## config.mk

```make
export PLATFORM = sky130hd
export DESIGN_NAME = risk_alert_tx
export DESIGN_NICKNAME = d
export VERILOG_FILES = /design/src/rtl/fuzzy_pkg.sv /design/src/rtl/uart_tx_8n1.sv /design/src/rtl/risk_alert_tx.sv
export SDC_FILE = /design/constraint.sdc
export NUM_CORES = 1
export LEC_CHECK = 0
export ABC_AREA = 1
export CORE_MARGIN = 8
export CORE_UTILIZATION = 56
export DETAILED_ROUTE_END_ITERATION = 6
export DONT_BUFFER_PORTS = 1
export GPL_ROUTABILITY_DRIVEN = 0
export PLACE_DENSITY = 0.74
export SYNTH_ARGS = -nofsm -noshare
export SYNTH_HDL_FRONTEND = slang
export SYNTH_SLANG_ARGS = --single-unit
```

## constraint.sdc

```tcl
create_clock -name clk -period 1.9 [get_ports clk]
set_clock_uncertainty 0.1 [all_clocks]
set_input_delay 0.19 -clock clk [delete_from_list [all_inputs] [get_ports clk]]
set_output_delay 0.19 -clock clk [all_outputs]
set_load 0.03 [all_outputs]
```

## src/rtl/fuzzy_pkg.sv

```systemverilog
// Shared types and constants for the flood-risk back end: risk levels,
// default thresholds matching the inference centroids, and UART framing.
package fuzzy_pkg;

    typedef enum logic [1:0] {
        LOW  = 2'd0,
        MED  = 2'd1,
        HIGH = 2'd2
    } risk_level_t;

    typedef enum logic [1:0] {
        TX_IDLE,
        TX_START,
        TX_DATA,
        TX_STOP
    } tx_state_t;

    localparam int T_MED_DEF  = 85;
    localparam int T_HIGH_DEF = 170;
    localparam int FRAME_BITS = 10;

endpackage

```

## src/rtl/uart_tx_8n1.sv

```systemverilog
// UART 8N1 transmitter: start bit, 8 data bits LSB first, stop bit.
// load is accepted when ready is high; ready also covers the last stop cycle.
module uart_tx_8n1
    import fuzzy_pkg::*;
#(
    parameter int CLKS_PER_BIT = 16
) (
    input  logic       clk,
    input  logic       rst_n,
    input  logic [7:0] data,
    input  logic       load,
    output logic       ready,
    output logic       busy,
    output logic       tx
);

    localparam int CW = $clog2(CLKS_PER_BIT);
    localparam logic [CW-1:0] LAST_TICK = CW'(CLKS_PER_BIT - 1);
    localparam logic [2:0] LAST_BIT = 3'(FRAME_BITS - 3);

    tx_state_t     state;
    logic [CW-1:0] clk_cnt;
    logic [2:0]    bit_idx;
    logic [7:0]    shreg;
    logic          last_tick;

    assign last_tick = (clk_cnt == LAST_TICK);
    // Accepting during the final stop cycle makes back-to-back frames gapless.
    assign ready = (state == TX_IDLE) || (state == TX_STOP && last_tick);

    always_ff @(posedge clk or negedge rst_n) begin
        if (!rst_n) begin
            state   <= TX_IDLE;
            clk_cnt <= '0;
            bit_idx <= '0;
            shreg   <= '0;
            busy    <= 1'b0;
            tx      <= 1'b1;
        end else begin
            case (state)
                TX_IDLE: begin
                    if (load) begin
                        state   <= TX_START;
                        tx      <= 1'b0;
                        busy    <= 1'b1;
                        shreg   <= data;
                        clk_cnt <= '0;
                    end
                end
                TX_START: begin
                    if (last_tick) begin
                        clk_cnt <= '0;
                        state   <= TX_DATA;
                        bit_idx <= '0;
                        tx      <= shreg[0];
                    end else begin
                        clk_cnt <= clk_cnt + CW'(1);
                    end
                end
                TX_DATA: begin
                    if (last_tick) begin
                        clk_cnt <= '0;
                        if (bit_idx == LAST_BIT) begin
                            state <= TX_STOP;
                            tx    <= 1'b1;
                        end else begin
                            bit_idx <= bit_idx + 3'd1;
                            shreg   <= {1'b0, shreg[7:1]};
                            tx      <= shreg[1];
                        end
                    end else begin
                        clk_cnt <= clk_cnt + CW'(1);
                    end
                end
                TX_STOP: begin
                    if (last_tick) begin
                        clk_cnt <= '0;
                        if (load) begin
                            state <= TX_START;
                            tx    <= 1'b0;
                            shreg <= data;
                        end else begin
                            state <= TX_IDLE;
                            busy  <= 1'b0;
                        end
                    end else begin
                        clk_cnt <= clk_cnt + CW'(1);
                    end
                end
                default: state <= TX_IDLE;
            endcase
        end
    end

endmodule

```

## src/rtl/risk_alert_tx.sv

```systemverilog
// Risk classifier with hysteresis and persistence; each committed level change
// is sent as a UART 8N1 byte {level, risk[7:2]}. Optional RISK_ALERT_HEARTBEAT_EN.
module risk_alert_tx
    import fuzzy_pkg::*;
#(
    parameter int CLKS_PER_BIT = 16,
    parameter int T_MED        = T_MED_DEF,
    parameter int T_HIGH       = T_HIGH_DEF,
    parameter int HYST         = 8,
    parameter int PERSIST      = 4,
    parameter int HEARTBEAT    = 64
) (
    input  logic       clk,
    input  logic       rst_n,
    input  logic [7:0] risk,
    input  logic       risk_valid,
    output logic [1:0] level,
    output logic       alarm,
    output logic       tx,
    output logic       tx_busy,
    output logic       frame_drop
);

    if (!(HYST < T_MED && T_MED < T_HIGH && T_HIGH <= 255 && PERSIST >= 1 &&
          PERSIST <= 15 && CLKS_PER_BIT >= 2 && HEARTBEAT >= 1)) begin : g_bad_params
        $error("risk_alert_tx: illegal parameter combination");
    end

    localparam logic [7:0] T_MED_UP  = 8'(T_MED);
    localparam logic [7:0] T_HIGH_UP = 8'(T_HIGH);
    localparam logic [7:0] T_MED_DN  = 8'(T_MED - HYST);
    localparam logic [7:0] T_HIGH_DN = 8'(T_HIGH - HYST);

    risk_level_t level_q, prev_cand, cand;
    logic [3:0]  persist_cnt, next_cnt;
    logic        commit, hb_fire, queue, tx_load, tx_ready;
    logic        pend_full;
    logic [7:0]  pend_byte, new_byte;

    always_comb begin
        cand = level_q;
        case (level_q)
            LOW: begin
                if (risk >= T_HIGH_UP)     cand = HIGH;
                else if (risk >= T_MED_UP) cand = MED;
            end
            MED: begin
                if (risk >= T_HIGH_UP)     cand = HIGH;
                else if (risk < T_MED_DN)  cand = LOW;
            end
            HIGH: begin
                if (risk < T_MED_DN)       cand = LOW;
                else if (risk < T_HIGH_DN) cand = MED;
            end
            default: cand = LOW;
        endcase
    end

    always_comb begin
        next_cnt = '0;
        if (cand != level_q)
            next_cnt = (cand == prev_cand) ? persist_cnt + 4'd1 : 4'd1;
    end

    assign commit = risk_valid && (cand != level_q) && (next_cnt >= 4'(PERSIST));

`ifdef RISK_ALERT_HEARTBEAT_EN
    logic [15:0] hb_cnt;

    assign hb_fire = risk_valid && !commit && (hb_cnt == 16'(HEARTBEAT - 1));

    always_ff @(posedge clk or negedge rst_n) begin
        if (!rst_n)
            hb_cnt <= '0;
        else if (risk_valid)
            hb_cnt <= (commit || hb_fire) ? 16'd0 : hb_cnt + 16'd1;
    end
`else
    assign hb_fire = 1'b0;
`endif

    assign queue    = commit || hb_fire;
    assign new_byte = commit ? {cand, risk[7:2]} : {level_q, risk[7:2]};
    assign tx_load  = pend_full && tx_ready;

    always_ff @(posedge clk or negedge rst_n) begin
        if (!rst_n) begin
            level_q     <= LOW;
            prev_cand   <= LOW;
            persist_cnt <= '0;
            alarm       <= 1'b0;
            pend_full   <= 1'b0;
            pend_byte   <= '0;
            frame_drop  <= 1'b0;
        end else begin
            frame_drop <= 1'b0;
            if (risk_valid) begin
                prev_cand <= cand;
                if (commit) begin
                    level_q     <= cand;
                    alarm       <= (cand == HIGH);
                    persist_cnt <= '0;
                end else begin
                    persist_cnt <= next_cnt;
                end
            end
            // A byte leaving for the transmitter on this edge is not a drop.
            if (queue) begin
                pend_byte  <= new_byte;
                pend_full  <= 1'b1;
                frame_drop <= pend_full && !tx_load;
            end else if (tx_load) begin
                pend_full <= 1'b0;
            end
        end
    end

    assign level = level_q;

    uart_tx_8n1 #(
        .CLKS_PER_BIT(CLKS_PER_BIT)
    ) u_uart (
        .clk  (clk),
        .rst_n(rst_n),
        .data (pend_byte),
        .load (tx_load),
        .ready(tx_ready),
        .busy (tx_busy),
        .tx   (tx)
    );

endmodule
```

# Yosys cells after proc, flatten, opt, wreduce, memory -nomap -nowiden
# Index checks and enable logic that the tools add are counted.
[totals]
inputBits = 11
output_inout_bits = 6
word_cells = 100
regBits = 38
[op_classes]
add_sub_neg = 3
reduce_logical = 20
magnitude_cmp = 5
n_mux = 42
eq_ne = 17
[op_table]
columns = ["operator", "n"]
rows = [
  ["8-bit two-way mux", 4],
  ["8-bit one-hot mux with 3 select lines", 1],
  ["2-bit two-way mux", 11],
  ["4-bit two-way mux", 5],
  ["1-bit two-way mux", 12],
  ["4-bit AND reduction", 3],
  ["3-bit two-way mux", 3],
  ["4-bit by 1-bit adder with 4-bit output, second input constant", 2],
  ["2-bit equality test, second input constant", 4],
  ["8-bit by 7-bit >= comparator with 1-bit output, second input constant", 1],
  ["8-bit >= comparator, second input constant", 1],
  ["8-bit by 7-bit < comparator with 1-bit output, second input constant", 1],
  ["8-bit < comparator, second input constant", 1],
  ["2-bit by 1-bit != test with 1-bit output, second input constant", 4],
  ["2-bit one-hot mux with 4 select lines", 1],
  ["4-bit one-hot mux with 2 select lines", 1],
  ["2-bit != test, second input constant", 3],
  ["2-bit one-hot mux with 3 select lines", 1],
  ["3-bit one-hot mux with 2 select lines", 1],
  ["2-bit nonzero test", 3],
  ["1-bit logical AND", 5],
  ["5-bit AND reduction", 1],
  ["2-bit by 1-bit equality test with 1-bit output, second input constant", 2],
  ["4-bit equality test, second input constant", 1],
  ["14 further kinds", 15],
]

# Logic depth before layout (Yosys ltp)
[depth]
word_depth = 10
depth_mapped = 15
ltp_nobuf = 14

# Cells and area by module
# Synthesis repeated with hierarchy kept, for this count alone.
[hier_totals]
hier_cells = 300
hier_area_um2 = 2288.4
[modules_own_cells]
columns = ["module", "area_each_um2", "seq_area_each_um2", "cells_per_inst", "instances"]
rows = [
  ["uart_tx_8n1", 1174.9, 476.7, 153, 1],
  ["risk_alert_tx", 1113.6, 475.5, 147, 1],
]

# Worst setup path before layout
# OpenSTA, ideal clock, no wires.
[synth_path]
kind = "register -> register"
startpoint = "register u_uart.state[0]"
endpoint = "register u_uart.bit_idx[0]"
synth_period_minus_slack_ns = 1.888
path_buffers = 2
path_stages_with_launch = 9
t_required_ns = 1.681
arrival_ns = 1.669
slack_ns = 0.012
setup_ns = 0.119
cell_sequence = "dfrtp_1 inv_1 ha_1 buf_2 inv_1 clkbuf_1 a211oi_1 o21ai_0 o21a_1"
[synth_between]
elab_chain_cells = 3
word_cells_on_any_way = 8
classes_between = "eq/ne: 5; mux: 1; reduce/logical: 2"
[synth_lines]
columns = ["element", "line_no", "source"]
rows = [
  ["start, declared", "uart_tx_8n1.sv:21", "tx_state_t state;"],
  ["start signal, assigned", "uart_tx_8n1.sv:33", "state <= TX_IDLE;"],
  ["start signal, assigned", "uart_tx_8n1.sv:43", "state <= TX_START;"],
  ["start signal, assigned", "uart_tx_8n1.sv:53", "state <= TX_DATA;"],
  ["2-bit by 1-bit equality test with 1-bit output or 2-bit equality test (tied branches)", "uart_tx_8n1.sv:40", "case (state)"],
  ["2-bit by 1-bit != test with 1-bit output (no line) (tied with other cells)", "n/a", ""],
  ["4-bit AND reduction (no line)", "n/a", ""],
  ["end signal, assigned", "uart_tx_8n1.sv:67", "bit_idx <= bit_idx + 3'd1;"],
  ["end, declared", "uart_tx_8n1.sv:23", "logic [2:0] bit_idx;"],
]
# Several ways; a longest one is shown, not always the timed one.
# A chain may end at the register's enable or synchronous reset.

# Final worst setup path
[layout_path]
startpoint = "register level_q[0] (netlist: level[0])"
endpoint = "register pend_byte[0]"
[layout_between]
elab_chain_cells = 8
word_cells_on_any_way = 17
classes_between = "order compare: 1; eq/ne: 4; mux: 9; reduce/logical: 3"
[layout_lines]
columns = ["element", "line_no", "source"]
rows = [
  ["start, declared", "risk_alert_tx.sv:34", "risk_level_t level_q, prev_cand, cand;"],
  ["start signal, assigned", "risk_alert_tx.sv:100", "level_q <= cand;"],
  ["2-bit two-way mux (on tied branches)", "risk_alert_tx.sv:53, risk_alert_tx.sv:45, risk_alert_tx.sv:49", ""],
  ["2-bit two-way mux (on tied branches)", "risk_alert_tx.sv:52, risk_alert_tx.sv:44, risk_alert_tx.sv:48", ""],
  ["2-bit one-hot mux with 3 select lines", "risk_alert_tx.sv:42", "case (level_q)"],
  ["2-bit equality test", "risk_alert_tx.sv:62", "next_cnt = (cand == prev_cand) ? persist_cnt + 4'd1 : 4'd1;"],
  ["4-bit two-way mux", "risk_alert_tx.sv:62", ""],
  ["4-bit two-way mux", "risk_alert_tx.sv:61", "if (cand != level_q)"],
  ["4-bit by 3-bit >= comparator with 1-bit output", "risk_alert_tx.sv:65", "assign commit = risk_valid && (cand != level_q) && (next_cnt >= 4'(PERSIST));"],
  ["1-bit logical AND *", "risk_alert_tx.sv:65", ""],
  ["end signal, assigned", "risk_alert_tx.sv:109", "pend_byte <= new_byte;"],
  ["end, declared", "risk_alert_tx.sv:38", "logic [7:0] pend_byte, new_byte;"],
]
# Every way passes the cells marked *; elsewhere a longest branch is shown, timed or not.

==> impl_metrics.ini <==
[route]
wl_per_cell_um = 13.8
wl_mm = 4.71
met3WireLength_um = 187
drtPass1Iterations = 4
route.detailed.drc = 0
wl_met1_mm = 2.00
drtIter0Drc = 91
ant_nets = 0
routed_via_density = 5.34
vias = 1822
wl_met2_mm = 2.47
top_layer = met4

[logic_synthesis]
synth_mux_area_frac = 0
synth_seq_area_share = 0.452
yosysTopAreaCell = dfrtp_1
post-synth-top-count-cell = nand2_1
synth_cells = 262
synth_edf_count = 0
synth_top_area_frac = 0.440
synthTopCellsByCount = nand2_1, dfrtp_1, nor2_1, inv_1, o21ai_0
avgSynthCellArea_sq_um = 8.03
synth_fa_ha_area_frac = 0.0476
synth_xor_area_frac = 0.0125
ys_warn_count = 0
syn-cell-area_sq_um = 2100
synth.distinct_cells = 35
ys.flop_type = dfrtp_1
synth-simple-area-share = 0.293
synth_area_leaders = dfrtp_1, nand2_1, nor2_1
synth_compound_area_frac = 0.116
ys_ff_latch = 38
synth_top_family_by_area = simple AND/OR/NAND/NOR gates
synth_nets = 281
synthArstFlopShare = 1.00

[timing]
final_hold_viol_count = 0
layout_setup_ws_ps = 49.6
finalSetupViolations = 0
period_minus_slack_ps = 1850
max_freq_mhz = 540
finalMaxSlewViolations = 0
rsz0062_at_grt = true
relSlewSlack = 0.778
post-route-period-util = 0.974
worst_pin_slew_ps = 333

[placed_design]
port_buffers = 0
post-place-ws_ps = -78.9
placed_cell_area_sq_um = 2190
dp_hpwl_mm = 2.93

[global_routing]
grt_pass1_vias = 1731
antenna_found_initial = 0
gr-total-overflow = 0
grt_pass1_wl_mm = 7.58
grt_max_degree = 39
grt_util_all_layers = 0.152

[min_path]
min_path_type = input pin to register

[floorplanning]
ioPinCount = 17
initial_core_util = 0.579
fp.dieArea_sq_um = 5980
die_w_um = 77.3
die_h_um = 77.3
rows = 22
core_area_sq_um = 3630

[cells_and_area]
nets = 311
area_delta_synth_final_pct = 27.0
antennaDiodeCount = 0
n_fill_cell = 262
design_area_sq_um = 2670
layout-drive-gt1-share = 0.239

[clock_tree]
ctsHtreeMaxLevel = 2
cts_tree = built
cts_buffers = 5
cts-root-buf = clkbuf_8
clockBufferDepth = 2
cts.sinks = 38
path_clk_slew_ps = 80
clock_latency_ps = 290

[pwr]
pwr_density_cell_nw_per_um2 = 1040
leakage_uw = 0.00131
vdd_drop_max_v = 0.00106
p_total_uw = 2770

[worst_setup_path]
path_cells = inv_2 -> nor2_4 -> nand3_2 -> nand2_1 -> nand2_2 -> nand2_4 -> nand2_4 -> a21oi_4 -> nand3_4 -> nand2_2 -> nand2_1
cp_num_buf_inv = 1
critPathSlowestCell = dfrtp_2
slowest_delay_ps = 440
endpoint_kind = register
cp.required_ps = 1980
cp_top_family = simple AND/OR/NAND/NOR gates
arrival_ps = 1930
start_kind = register
path_max_fanout = 7
path_class = register to register

[status]
run_status = completed

[flow_run]
cap_violations = 0
-- registers in the layout, summed over array words and instances, names as in the netlist --
signal and count:
pend_byte 8, pend_full 1, persist_cnt 4, u_uart.bit_idx 3, u_uart.tx 1, u_uart.state 2, level 2, frame_drop 1
alarm 1, u_uart.shreg 8, u_uart.clk_cnt 4, u_uart.busy 1, prev_cand 2
-- worst reg2reg max path, cell delays in order (launching register included) --
cell and delay [ps]:
dfrtp_2 440, inv_2 60, nor2_4 120, nand3_2 70
nand2_1 80, nand2_2 90, nand2_4 100, nand2_4 70
a21oi_4 280, nand3_4 170, nand2_2 100, nand2_1 60
-- area by class of cell --
cell class | count | area [sq um] | share of cell area
clock inverter | 2 | 60.1 | 0.0225
multi-input combinational | 189 | 1140 | 0.427
tap | 48 | 60.1 | 0.0225
timing repair buffer | 27 | 251 | 0.0941
inverter | 31 | 121 | 0.0454
sequential | 38 | 955 | 0.357
clock buffer | 6 | 82.6 | 0.0309
-- worst paths after layout --
check	startpoint	end	slack, ps	depth (start not counted)
max in group asynchronous	rst_n	u_uart.tx	1200	2
worst min register to register	u_uart.shreg[0]	u_uart.shreg[0]	380	1
min in group asynchronous	rst_n	level[1]	260	2
worst max-delay path	level[0]	pend_byte[0]	50	11
worst max register to register	level[0]	pend_byte[0]	50	11
worst min-delay path	risk_valid	persist_cnt[0]	10	3
-- metrics by stage --
step                TNS (ps)  utilization  hold slack (ps)  std cells
finish                     0        0.736             14.2        341
global route            -259        0.736             53.9        341
CTS                        0        0.684             1.65        332
detailed placement      -326        0.603             -204        314
global placement           0        0.603             -204        314
floorplan                  0            -             -206        262
-- power by group --
group / switching [uW] / internal (uW) / leakage, uW / total [uW]
sequential: 130 / 941 / 0.000498 / 1070
clock: 286 / 560 / 0.0000714 / 846
combinational: 506 / 344 / 0.000744 / 850
-- routing by layer --
layer | up-vias | global-route usage
met5 | - | 0
met4 | 0 | 0.0491
met3 | 7 | 0.0559
met2 | 25 | 0.260
met1 | 876 | 0.171
li1 | 914 | -
-- logic make-up (layout without fill, tap and decap cells) --
kind of cell,Yosys count,count (layout)
buf+inv,37,66
flops,38,38
xor+xnor,3,3
fa+ha+maj,8,8
simple gates,139,140
compound gates,37,38
-- layout by cell type, fill, tap and decap left out, drive strengths merged --
master       netlist  final
dfstp              1      1
nand4              9      9
o211ai             1      2
dfrtp             37     37
dlygate4sd3        0      8
nor3b              1      1
nand2             78     78
o22ai              1      1
a32o               1      1
inv               29     30
clkbuf             1      6
ha                 8      8
clkinv             2      1
a211oi             1      1
o21ai             18     18
a21oi              5      5
nand3             16     17
nor2              33     33
a21o               1      1
bufinv             0      2
o21a               1      1
xor2               3      3
a22o               1      1
o31ai              7      7
buf                5     19
or2                2      2
-- repair_timing --
| item | CTS | global route |
|---|---|---|
| gates resized for setup | 8 | 30 |
| hold endpoints to repair | 48 | 0 |
| setup buffers | 0 | 8 |
| gates cloned | 1 | 1 |
| pin swaps | 1 | 14 |
| hold buffers | 9 | 0 |
| endpoints found under the setup margin | 22 | 28 |
Note: power is estimated with default switching activity, not from simulation.
